File: src/rtl/rfid_pkg.sv
// Shared Gen2 reply definitions: CRC-16 constants, the serial CRC step and
// the read-reply state encoding.
package rfid_pkg;

  localparam logic [15:0] CRC16_POLY    = 16'h1021;
  localparam logic [15:0] CRC16_PRESET  = 16'hFFFF;
  localparam logic [15:0] CRC16_RESIDUE = 16'h1D0F;

  typedef enum logic [2:0] {
    ST_IDLE   = 3'd0,
    ST_HEADER = 3'd1,
    ST_DATA   = 3'd2,
    ST_HANDLE = 3'd3,
    ST_CRC    = 3'd4,
    ST_DONE   = 3'd5
  } reply_state_e;

  function automatic logic [15:0] crc16_step(input logic [15:0] crc, input logic b);
    logic fb;
    fb = crc[15] ^ b;
    return {crc[14:0], 1'b0} ^ (fb ? CRC16_POLY : 16'h0000);
  endfunction

endpackage

File: src/rtl/readresp_serializer_if.sv
// Command-side and FIFO-side signals of the read-reply serializer.
interface readresp_serializer_if #(
  parameter int DATA_W   = 8,
  parameter int HANDLE_W = 16
);
  logic                start;
  logic                abort;
  logic                bit_en;
  logic [7:0]          readwords;
  logic [HANDLE_W-1:0] handle;
  logic [DATA_W-1:0]   fifo_datain;
  logic                fifo_start;
  logic                fifo_nextout;
  logic                readbitout;
  logic                readbitvalid;
  logic                readbitdone;
  logic                busy;

  modport master (
    output start, abort, bit_en, readwords, handle, fifo_datain,
    input  fifo_start, fifo_nextout, readbitout, readbitvalid, readbitdone, busy
  );

  modport slave (
    input  start, abort, bit_en, readwords, handle, fifo_datain,
    output fifo_start, fifo_nextout, readbitout, readbitvalid, readbitdone, busy
  );
endinterface

File: src/rtl/crc16_serial.sv
// Bit-serial CRC-16 (poly 0x1021); synchronous clear to the preset wins over enable.
module crc16_serial
  import rfid_pkg::*;
(
  input  logic        clk,
  input  logic        clr,
  input  logic        en,
  input  logic        bit_in,
  output logic [15:0] crc_out
);

  always_ff @(posedge clk) begin
    if (clr) begin
      crc_out <= CRC16_PRESET;
    end else if (en) begin
      crc_out <= crc16_step(crc_out, bit_in);
    end
  end

endmodule

File: src/rtl/readresp_serializer.sv
// Gen2 Read reply serializer: header, N FIFO bytes, handle and optional
// complemented CRC-16, one bit per bit_en strobe.
module readresp_serializer
  import rfid_pkg::*;
#(
  parameter int DATA_W      = 8,
  parameter int HANDLE_W    = 16,
  parameter int DEFAULT_WDS = 5,
  parameter int CRC_EN      = 1
) (
  input  logic                  readbitclk,
  input  logic                  reset_n,
  readresp_serializer_if.slave  bus
);

  localparam int IDX_MAX = (DATA_W > HANDLE_W) ? ((DATA_W > 16) ? DATA_W : 16)
                                               : ((HANDLE_W > 16) ? HANDLE_W : 16);
  localparam int IDX_W   = $clog2(IDX_MAX);
  localparam int DIDX_W  = $clog2(DATA_W);
  localparam int HIDX_W  = $clog2(HANDLE_W);

  localparam logic [IDX_W-1:0] DATA_TOP   = IDX_W'(DATA_W - 1);
  localparam logic [IDX_W-1:0] HANDLE_TOP = IDX_W'(HANDLE_W - 1);
  localparam logic [IDX_W-1:0] CRC_TOP    = IDX_W'(15);
  localparam logic [IDX_W-1:0] IDX_ONE    = IDX_W'(1);
  localparam logic [8:0]       DEF_BYTES  = 9'(2 * DEFAULT_WDS);

  reply_state_e        state_q, state_d;
  logic [8:0]          bytes_left_q, bytes_left_d;
  logic [IDX_W-1:0]    idx_q, idx_d;
  logic [HANDLE_W-1:0] handle_q;
  logic                fifo_start_q, fifo_start_d;
  logic                fifo_nextout_q, fifo_nextout_d;
  logic                start_acc;
  logic                crc_clr, crc_upd;
  logic                bit_out;
  logic [15:0]         crc_q;

  // abort outranks start; start only lands when no reply is in flight
  assign start_acc = bus.start && !bus.abort &&
                     (state_q == ST_IDLE || state_q == ST_DONE);

  always_comb begin
    state_d        = state_q;
    bytes_left_d   = bytes_left_q;
    idx_d          = idx_q;
    fifo_start_d   = 1'b0;
    fifo_nextout_d = 1'b0;
    if (bus.abort) begin
      state_d      = ST_IDLE;
      bytes_left_d = '0;
      idx_d        = '0;
    end else if (start_acc) begin
      state_d      = ST_HEADER;
      fifo_start_d = 1'b1;
      bytes_left_d = (bus.readwords == 8'd0) ? DEF_BYTES : {bus.readwords, 1'b0};
      idx_d        = '0;
    end else if (bus.bit_en) begin
      case (state_q)
        ST_HEADER: begin
          state_d = ST_DATA;
          idx_d   = DATA_TOP;
        end
        ST_DATA: begin
          if (idx_q == '0) begin
            fifo_nextout_d = 1'b1;
            bytes_left_d   = bytes_left_q - 9'd1;
            if (bytes_left_q == 9'd1) begin
              state_d = ST_HANDLE;
              idx_d   = HANDLE_TOP;
            end else begin
              idx_d = DATA_TOP;
            end
          end else begin
            idx_d = idx_q - IDX_ONE;
          end
        end
        ST_HANDLE: begin
          if (idx_q == '0) begin
            if (CRC_EN != 0) begin
              state_d = ST_CRC;
              idx_d   = CRC_TOP;
            end else begin
              state_d = ST_DONE;
            end
          end else begin
            idx_d = idx_q - IDX_ONE;
          end
        end
        ST_CRC: begin
          if (idx_q == '0) begin
            state_d = ST_DONE;
          end else begin
            idx_d = idx_q - IDX_ONE;
          end
        end
        default: ;
      endcase
    end
  end

  always_ff @(posedge readbitclk) begin
    if (!reset_n) begin
      state_q        <= ST_IDLE;
      bytes_left_q   <= '0;
      idx_q          <= '0;
      fifo_start_q   <= 1'b0;
      fifo_nextout_q <= 1'b0;
    end else begin
      state_q        <= state_d;
      bytes_left_q   <= bytes_left_d;
      idx_q          <= idx_d;
      fifo_start_q   <= fifo_start_d;
      fifo_nextout_q <= fifo_nextout_d;
    end
  end

  always_ff @(posedge readbitclk) begin
    if (start_acc) begin
      handle_q <= bus.handle;
    end
  end

  always_comb begin
    bit_out = 1'b0;
    case (state_q)
      ST_DATA:   bit_out = bus.fifo_datain[idx_q[DIDX_W-1:0]];
      ST_HANDLE: bit_out = handle_q[idx_q[HIDX_W-1:0]];
      ST_CRC:    bit_out = ~crc_q[idx_q[3:0]];
      default:   bit_out = 1'b0;
    endcase
  end

  // CRC covers header, data and handle; it is frozen once its own bits go out
  assign crc_clr = !reset_n || start_acc;
  assign crc_upd = bus.bit_en && !bus.abort &&
                   (state_q == ST_HEADER || state_q == ST_DATA || state_q == ST_HANDLE);

  crc16_serial u_crc (
    .clk     (readbitclk),
    .clr     (crc_clr),
    .en      (crc_upd),
    .bit_in  (bit_out),
    .crc_out (crc_q)
  );

  assign bus.readbitout   = bit_out;
  assign bus.readbitvalid = (state_q == ST_HEADER) || (state_q == ST_DATA) ||
                            (state_q == ST_HANDLE) || (state_q == ST_CRC);
  assign bus.busy         = bus.readbitvalid;
  assign bus.readbitdone  = (state_q == ST_DONE);
  assign bus.fifo_start   = fifo_start_q;
  assign bus.fifo_nextout = fifo_nextout_q;

endmodule

File: src/flat_wrapper.sv
// flat-port wrapper written by rule: the top's interface ports become plain ports
module readresp_serializer_flat import rfid_pkg::*;
#(
  parameter int DATA_W      = 8,
  parameter int HANDLE_W    = 16,
  parameter int DEFAULT_WDS = 5,
  parameter int CRC_EN      = 1
)
  (readbitclk, reset_n, bus_start, bus_abort, bus_bit_en, bus_readwords, bus_handle, bus_fifo_datain, bus_fifo_start, bus_fifo_nextout, bus_readbitout, bus_readbitvalid, bus_readbitdone, bus_busy);
  readresp_serializer_if #(.DATA_W(DATA_W), .HANDLE_W(HANDLE_W)) bus_i ();
  input  logic readbitclk;
  input  logic reset_n;
  input wire logic [$bits(bus_i.start)-1:0] bus_start;
  input wire logic [$bits(bus_i.abort)-1:0] bus_abort;
  input wire logic [$bits(bus_i.bit_en)-1:0] bus_bit_en;
  input wire logic [$bits(bus_i.readwords)-1:0] bus_readwords;
  input wire logic [$bits(bus_i.handle)-1:0] bus_handle;
  input wire logic [$bits(bus_i.fifo_datain)-1:0] bus_fifo_datain;
  output wire logic [$bits(bus_i.fifo_start)-1:0] bus_fifo_start;
  output wire logic [$bits(bus_i.fifo_nextout)-1:0] bus_fifo_nextout;
  output wire logic [$bits(bus_i.readbitout)-1:0] bus_readbitout;
  output wire logic [$bits(bus_i.readbitvalid)-1:0] bus_readbitvalid;
  output wire logic [$bits(bus_i.readbitdone)-1:0] bus_readbitdone;
  output wire logic [$bits(bus_i.busy)-1:0] bus_busy;
  assign bus_i.start = bus_start;
  assign bus_i.abort = bus_abort;
  assign bus_i.bit_en = bus_bit_en;
  assign bus_i.readwords = bus_readwords;
  assign bus_i.handle = bus_handle;
  assign bus_i.fifo_datain = bus_fifo_datain;
  assign bus_fifo_start = bus_i.fifo_start;
  assign bus_fifo_nextout = bus_i.fifo_nextout;
  assign bus_readbitout = bus_i.readbitout;
  assign bus_readbitvalid = bus_i.readbitvalid;
  assign bus_readbitdone = bus_i.readbitdone;
  assign bus_busy = bus_i.busy;
  readresp_serializer #(.DATA_W(DATA_W), .HANDLE_W(HANDLE_W), .DEFAULT_WDS(DEFAULT_WDS), .CRC_EN(CRC_EN)) u_core (.readbitclk(readbitclk), .reset_n(reset_n), .bus(bus_i));
endmodule
File: config.mk
export PLATFORM = sky130hd
export DESIGN_NAME = readresp_serializer_flat
export DESIGN_NICKNAME = d
export VERILOG_FILES = /design/src/rtl/rfid_pkg.sv /design/src/rtl/readresp_serializer_if.sv /design/src/rtl/crc16_serial.sv /design/src/rtl/readresp_serializer.sv /design/src/flat_wrapper.sv
export SDC_FILE = /design/constraint.sdc
export NUM_CORES = 1
export LEC_CHECK = 0
export CAP_MARGIN = 20
export CORE_UTILIZATION = 50
export CTS_CLUSTER_DIAMETER = 80
export DETAILED_ROUTE_END_ITERATION = 8
export HOLD_SLACK_MARGIN = 0.15
export PLACE_DENSITY = 0.74
export SYNTH_ARGS = -nofsm -noshare
export SYNTH_HDL_FRONTEND = slang
export SYNTH_HIERARCHICAL = 1
export SYNTH_SLANG_ARGS = --single-unit
File: constraint.sdc
create_clock -name readbitclk -period 3.8 [get_ports readbitclk]
set_input_delay 0.76 -clock readbitclk [delete_from_list [all_inputs] [get_ports readbitclk]]
set_output_delay 0.76 -clock readbitclk [all_outputs]
set_load 0.1 [all_outputs]
==> results of run 1 <==
[where the power goes]
part | total (mW) | switching, mW | internal [mW]
combinational | 0.107 | 0.0503 | 0.0564
sequential | 0.572 | 0.00769 | 0.564
clock | 0.410 | 0.173 | 0.237
total | 1.09 | 0.231 | 0.858
[area by class of cell]
type                    instances  area (um2)
clock buffers                   6        93.8
flip-flops and latches         50        1160
inverters                      10        37.5
repair buffers                 45         445
clock inverters                 2        38.8
multi-input cells             168        1320
well taps                      67        83.8
fillers                       404        1670
[how the worst max path moves through the flow]
stage / from / end / cells after the start
floorplan: u_core/state_q[1] / bus_readbitvalid / 4
global placement: bus_fifo_datain[2] / bus_readbitout / 7
detailed placement: bus_fifo_datain[2] / bus_readbitout / 7
CTS: bus_fifo_datain[2] / bus_readbitout / 7
global route: bus_fifo_datain[2] / bus_readbitout / 7
finish: bus_fifo_datain[2] / bus_readbitout / 7
[worst max-delay path: stages]
cell             delay [ps]
clkdlybuf4s50_1         400
mux4_2                  460
nor2b_1                 140
a31oi_1                 170
nor3_1                   60
a311o_1                 440
buf_12                  200
[cell families after synthesis]
logic type	count (synthesis)	share of synthesized area, %
buf+inv	29	4.81
fa+ha+maj	3	1.44
flops	50	44.7
xor+xnor	7	3.52
simple gates	77	18.3
compound gates	66	18.1
mux	15	9.20
[registers in the layout, summed over array words and instances (netlist names)]
name                     count
u_core/state_q               3
u_core/idx_q                 4
u_core/bus.fifo_nextout      1
u_core/handle_q             16
u_core/bytes_left_q          9
u_core/u_crc/crc_out        16
u_core/bus.fifo_start        1
[routing by layer]
layer	routed length [um]	global-route usage [%]	share of wire, %
met3	225	3.66	4.2
met2	2640	36.1	49
met1	2490	29.7	46
met5	0	0	0
met4	27	3.85	0.50
[layout by cell type (no fill, tap or decap), drive strengths merged, types with 9 or more instances in the layout]
cell type      count
nor2b             21
dfxtp             34
o21ai              9
nand2              9
a211o             16
a21oi             18
inv               10
nor2               9
edfxtp            16
clkdlybuf4s50     38
[metrics by stage]
stage	power, mW	hold slack, ps	area, um2	instances	util [%]
3_3_place_gp	0.689	469	3050	340	62.8
6_report	1.09	498	3180	348	65.6
3_5_place_dp	0.691	475	3050	340	62.8
2_1_floorplan	0.639	445	2600	247	-
5_1_grt	1.14	532	3180	348	65.6
4_1_cts	1.10	500	3180	348	65.6
==> flow_summary.yaml, run 1 <==
timing:
  worstMarginPinSlew_ps: 961
  fin_ws_ps: 396
  skew_ps: 4.77
  fin_crit_sh_pct: 89.6
  hold_viol: 0
  rsz0062_at_grt: "false"
  slew_violations: 0
  finalSetupViolCount: 0
  setup_tns_ps: 0
  max_slew_margin_pct: 35.7
  max_freq_mhz: 294
  period_needed_ps: 3400
worst_setup_path:
  startpoint_type: "primary input"
  r2r_slack_ps: 1060
  reg2reg_depth: 7
  r2r-start: "u_core/idx_q[1]"
  critPathKind: "primary input to primary output"
  r2r_end: "u_core/bytes_left_q[3]"
  path_max_fanout: 4
  arrival_ps: 2640
  cp-end-kind: "primary output"
  worst_ep_required_time_ps: 3040
finish:
  nets: 320
  n_antenna_cell: 0
  area_growth_pct: 22.3
  drive_above_1_share_pct: 11.4
route:
  vias: 2017
  antenna_left: 0
  drt_first_pass_iters: 4
  drt_wl_total_um: 5380
  via_per_inst: 5.80
  wire_per_inst_um: 15.5
  drc: 0
  drt_iter0_drc: 132
pwr:
  leakage_nw: 1.07
  p_per_area_nw_per_um2: 342
  irDropWorstVdd_mv: 0.198
logic_synthesis:
  synth_edf_count: 16
  syn_area_um2: 2600
  ys_types: 55
  synth_largest_area_cell: "dfxtp_1"
  synth-main-ff-cell: "dfxtp_1"
  yosys_warnings: 6
  yosysSeqAreaShare_pct: 44.7
  ys_ff_latch: 50
  synth_top_area_share_pct: 26.2
  async_flop_share_pct: 0
  netlist_top_cells_area: "dfxtp_1 26%, edfxtp_1 18%, mux4_2 6.1%"
  syn_avg_cell_area_um2: 10.5
  ys_top_cells_by_count: "34 x dfxtp_1, 20 x nor2b_1, 18 x a21oi_1"
  syn_inst: 247
  syn_nets: 287
  synth_most_common_cell: "dfxtp_1"
floorplanning:
  die_w_um: 74.1
  die_area_um2: 5490
  initial_core_util_pct: 53.6
  core_um2: 4850
  rows: 25
  dieHeight_um: 74.1
  io_pins: 43
status:
  status: "complete, no violations"
global_route:
  track_usage_pct: 21.5
  overflow: 0
  grt_max_degree: 33
  grt_antenna_before_repair: 0
  grt_first_pass_wirelength_um: 9030
  first_global_vias: 1960
clock_tree:
  htreeDepth: 2
  cts_root_buf: "clkbuf_8"
  numCtsBuffers: 5
  ctsHoldBuffers: 0
  cts.sinks: 50
  clk_path_buf_depth: 2
  cts_tree: "built"
  cts_resized: 0
  clk_latency_ps: 290
  clk_pin_slew_ps: 90
  cts_setup_buffers: 0
worst_hold_path:
  worstHoldEndpoint: "u_core/u_crc/crc_out[14]"
  min_path_cells: 1
  hold_path_class: "flip-flop to flip-flop"
  hold_start: "u_core/u_crc/crc_out[13]"
placement:
  routabilityCongestion: 0.883
  dp_hpwl_um: 3900
  io_buffers: 42
  preCtsSetupSlack_ps: 399
run:
  max_cap_viol_count: 0
No activity file was read; power rests on OpenSTA's default activity.
==> run 2, diff against run 1 <==
- CORE_UTILIZATION: 50 -> 48
- clock period: 3.8 -> 3.1 ns (I/O delays scaled with it)
==> flow_summary.yaml, run 2 (synthesized netlist as in run 1, its figures left out) <==
status:
  status: "complete, no violations"
worst_setup_path:
  crit_chain: "clkdlybuf4s50_1 -> mux4_2 -> nor2b_1 -> a31oi_1 -> nor3_1 -> a311o_1 -> buf_12"
  critPathKind: "primary input to primary output"
  cp-end-kind: "primary output"
  critical_path.slowest_cell: "mux4_2"
  path_max_fanout: 2
  max_stage_delay_ps: 460
  worst_ep_required_time_ps: 2480
  startpoint_type: "primary input"
  arrival_ps: 2400
pwr:
  power.switching_mw: 0.278
  pwr-share-seq_pct: 53.7
  p_per_area_nw_per_um2: 404
  leakage_nw: 1.11
  irDropWorstVdd_mv: 0.293
  p_total_mw: 1.31
  p_int_mw: 1.03
  power_frac_clock_pct: 35.9
  p_comb_share_pct: 10.4
  switching_share_pct: 21.3
finish:
  drive_above_1_share_pct: 14.9
  fillers: 445
  final_common_cell: "clkdlybuf4s50_1"
  n_antenna_cell: 0
  multi_input_area_um2: 1330
  nets: 328
  largestRegisters: "u_core/handle_q (16), u_core/u_crc/crc_out (16), u_core/bytes_left_q (9)"
  seq_area_um2: 1160
  area_growth_pct: 24.3
  final_cell_mix: "36 x clkdlybuf4s50_1, 33 x dfxtp_1, 20 x nor2b_1, 18 x a21oi_1"
global_route:
  overflow: 0
  grt_max_degree: 33
  first_global_vias: 1937
  track_usage_pct: 21.1
  grt_antenna_before_repair: 0
  grt_first_pass_wirelength_um: 8910
placement:
  dp_hpwl_um: 3880
  io_buffers: 42
  routabilityCongestion: 0.808
route:
  via_per_inst: 5.69
  wire_per_inst_um: 15.1
  antenna_left: 0
  drt_iter0_drc: 124
  drt_wl_total_um: 5430
  drc: 0
  drt_first_pass_iters: 4
  vias: 2044
clock_tree:
  clk_latency_ps: 300
  cts_root_buf: "clkbuf_8"
  htreeDepth: 2
  clk_path_buf_depth: 2
  clk_pin_slew_ps: 90
  cts.sinks: 50
  numCtsBuffers: 5
  cts_setup_buffers: 0
  cts_tree: "built"
timing:
  hold_viol: 0
  slew_violations: 0
  worstMarginPinSlew_ps: 561
  finalSetupViolCount: 0
  skew_ps: 10.1
  rsz0062_at_grt: "false"
  max_slew_margin_pct: 62.4
  period_needed_ps: 3020
  fin_crit_sh_pct: 97.3
  max_freq_mhz: 332
  setup_tns_ps: 0
floorplanning:
  die_area_um2: 5710
  die_w_um: 75.6
  dieHeight_um: 75.6
  core_um2: 5170
  io_pins: 43
  rows: 26
  initial_core_util_pct: 50.2
worst_hold_path:
  hold_path_class: "flip-flop to flip-flop"
run:
  max_cap_viol_count: 0
[run 2: power by group through the flow]
| stage | combinational (mW) | clock [mW] | sequential (mW) |
|---|---|---|---|
| finish | 0.136 | 0.469 | 0.701 |
| floorplan | 0.0697 | 0 | 0.714 |
| CTS | 0.136 | 0.486 | 0.701 |
| global route | 0.147 | 0.512 | 0.703 |
| global placement | 0.134 | 0 | 0.716 |
| detailed placement | 0.135 | 0 | 0.716 |
[run 2: cell type report]
cell class | count | share of cell area [%]
Clock inverter | 1 | 0.930
Multi-Input combinational cell | 168 | 41.1
Tap cell | 70 | 2.71
Inverter | 10 | 1.16
Sequential cell | 50 | 36.0
Clock buffer | 7 | 2.67
Timing Repair Buffer | 53 | 15.5
[run 2: critical path: cells and delay by family]
kind                   cells  cell delay [ps]
buffers and inverters      2              580
AND/OR/NAND/NOR            2              210
multiplexers               1              460
AO/OA/AOI/OAI              2              520
[run 2: worst paths after layout]
path / slack (ps) / end / start / cells after the start
max: 80 / bus_readbitout / bus_fifo_datain[3] / 7
min: 490 / u_core/u_crc/crc_out[1] / u_core/u_crc/crc_out[0] / 1
max reg2reg: 620 / u_core/u_crc/crc_out[12] / u_core/idx_q[0] / 9
min reg2reg: 490 / u_core/u_crc/crc_out[1] / u_core/u_crc/crc_out[0] / 1
[run 2: timing repair]
| item | CTS | global route |
|---|---|---|
| endpoints found under the setup margin | 0 | 1 |
| gates resized for setup | 0 | 1 |
| hold buffers | 0 | 0 |
[run 2: metrics by stage]
step	util, %	cell area (um2)	hold WS (ps)	setup WS, ps	std cells
after CTS	62.4	3230	494	40.2	359
after global routing	62.5	3230	512	25.5	359
final	62.5	3230	489	84.5	359
after detailed placement	60.2	3110	472	40.1	351
after global placement	60.2	3110	471	80.8	351
after floorplan	-	2610	445	117	247
[run 2: metal layers]
layer,wire (um),global-route usage (%),up-vias,part of all wire [%]
li1,-,-,1015,-
met1,2500,28.5,960,46
met2,2530,34.2,62,47
met3,327,4.37,7,6.0
met4,76,6.38,0,1.4
met5,0,0,-,0
==> run 3, diff against run 2 <==
- CORE_UTILIZATION: 48 -> 50
- clock period: 3.1 -> 3.22 ns (I/O delays scaled with it)
==> flow_summary.yaml, run 3 (synthesized netlist as in run 1, its figures left out) <==
status:
  status: "complete, no violations"
run:
  max_cap_viol_count: 0
timing:
  hold_viol: 0
  skew_ps: 8.77
  fin_ws_ps: 115
  worstMarginPinSlew_ps: 566
  max_freq_mhz: 322
  rsz0062_at_grt: "false"
  period_needed_ps: 3100
  slew_violations: 0
  fin_crit_sh_pct: 96.4
  finalSetupViolCount: 0
  setup_tns_ps: 0
  whs_ps: 490
  max_slew_margin_pct: 62.2
global_route:
  grt_util_met1_pct: 30.1
  busiest_layer: "met2"
  use_met2_pct: 36.9
  track_usage_pct: 23.0
  grt_antenna_before_repair: 0
  use_met3_pct: 5.15
  grt_first_pass_wirelength_um: 9450
  first_global_vias: 1996
  overflow: 0
  grt_max_degree: 33
finish:
  final_cell_mix: "36 x clkdlybuf4s50_1, 34 x dfxtp_1, 20 x nor2b_1, 18 x a21oi_1"
  final_common_cell: "clkdlybuf4s50_1"
  largestRegisters: "u_core/handle_q (16), u_core/u_crc/crc_out (16), u_core/bytes_left_q (9)"
  final_util_pct: 66.4
  drive_above_1_share_pct: 13.6
  area_growth_pct: 23.9
  nets: 325
  n_antenna_cell: 0
placement:
  routabilityCongestion: 0.828
  dp_hpwl_um: 4050
  io_buffers: 42
  preCtsSetupSlack_ps: 136
clock_tree:
  numCtsBuffers: 5
  clk_latency_ps: 310
  cts.sinks: 50
  clk_pin_slew_ps: 90
  cts_resized: 0
  cts_tree: "built"
  ctsHoldBuffers: 0
  clk_path_buf_depth: 2
  cts_root_buf: "clkbuf_8"
  htreeDepth: 2
  cts_setup_buffers: 0
worst_setup_path:
  cp-startpoint: "bus_fifo_datain[3]"
  r2r-start: "u_core/idx_q[0]"
  worst_ep_required_time_ps: 2580
  cp-endpoint: "bus_readbitout"
  cp-end-kind: "primary output"
  arrival_ps: 2460
  r2r_slack_ps: 550
  reg2reg_depth: 8
  path_max_fanout: 2
  critPathKind: "primary input to primary output"
  r2r_end: "u_core/bytes_left_q[3]"
  startpoint_type: "primary input"
route:
  wire_per_inst_um: 16.0
  drc: 0
  via_per_inst: 5.92
  drt_iter0_drc: 77
  antenna_left: 0
  drt_wl_total_um: 5640
  drt_first_pass_iters: 4
  vias: 2089
floorplanning:
  rows: 25
  io_pins: 43
  die_w_um: 74.1
  die_area_um2: 5490
  initial_core_util_pct: 53.6
  core_um2: 4850
  dieHeight_um: 74.1
worst_hold_path:
  hold_path_class: "flip-flop to flip-flop"
pwr:
  leakage_nw: 1.11
  p_per_area_nw_per_um2: 410
  irDropWorstVdd_mv: 0.292
## run 3: routing by layer
| layer | up-vias | share of wire, % |
|---|---|---|
| li1 | 1015 | - |
| met1 | 995 | 44 |
| met2 | 63 | 49 |
| met3 | 16 | 4.2 |
| met4 | 0 | 2.4 |
| met5 | - | 0 |
## run 3: how the worst min path moves through the flow
stage                                         from                        to  cells past startpoint
after floorplan           u_core/u_crc/crc_out[14]  u_core/u_crc/crc_out[15]                      1
after global placement    u_core/u_crc/crc_out[13]  u_core/u_crc/crc_out[14]                      1
after detailed placement  u_core/u_crc/crc_out[13]  u_core/u_crc/crc_out[14]                      1
after CTS                  u_core/u_crc/crc_out[1]   u_core/u_crc/crc_out[2]                      1
after global routing      u_core/u_crc/crc_out[14]  u_core/u_crc/crc_out[15]                      1
final                      u_core/u_crc/crc_out[1]   u_core/u_crc/crc_out[2]                      1
## run 3: worst max-delay path: stages
cell	delay (ps)
clkdlybuf4s50_1	420
mux4_2	480
nor2b_1	140
a31oi_1	160
nor3_1	60
a311o_1	370
buf_12	190
## run 3: power breakdown
part / total, mW / internal [mW] / switching [mW]
Combinational: 0.129 / 0.0680 / 0.0612
Sequential: 0.675 / 0.666 / 0.00865
Clock: 0.517 / 0.307 / 0.209
Total: 1.32 / 1.04 / 0.279
## run 3: cell type report
cell class | instances | area, um2
multi-input cells | 168 | 1330
flip-flops and latches | 50 | 1160
repair buffers | 50 | 478
well taps | 67 | 83.8
fillers | 410 | 1630
clock buffers | 5 | 68.8
clock inverters | 3 | 63.8
inverters | 10 | 37.5
## run 3: per-stage QoR
stage / instance area [um2] / cells / power (mW)
4_1_cts: 3220 / 353 / 1.33
3_3_place_gp: 3090 / 345 / 0.815
5_1_grt: 3220 / 353 / 1.37
3_5_place_dp: 3090 / 345 / 0.818
6_report: 3220 / 353 / 1.32
2_1_floorplan: 2610 / 247 / 0.755
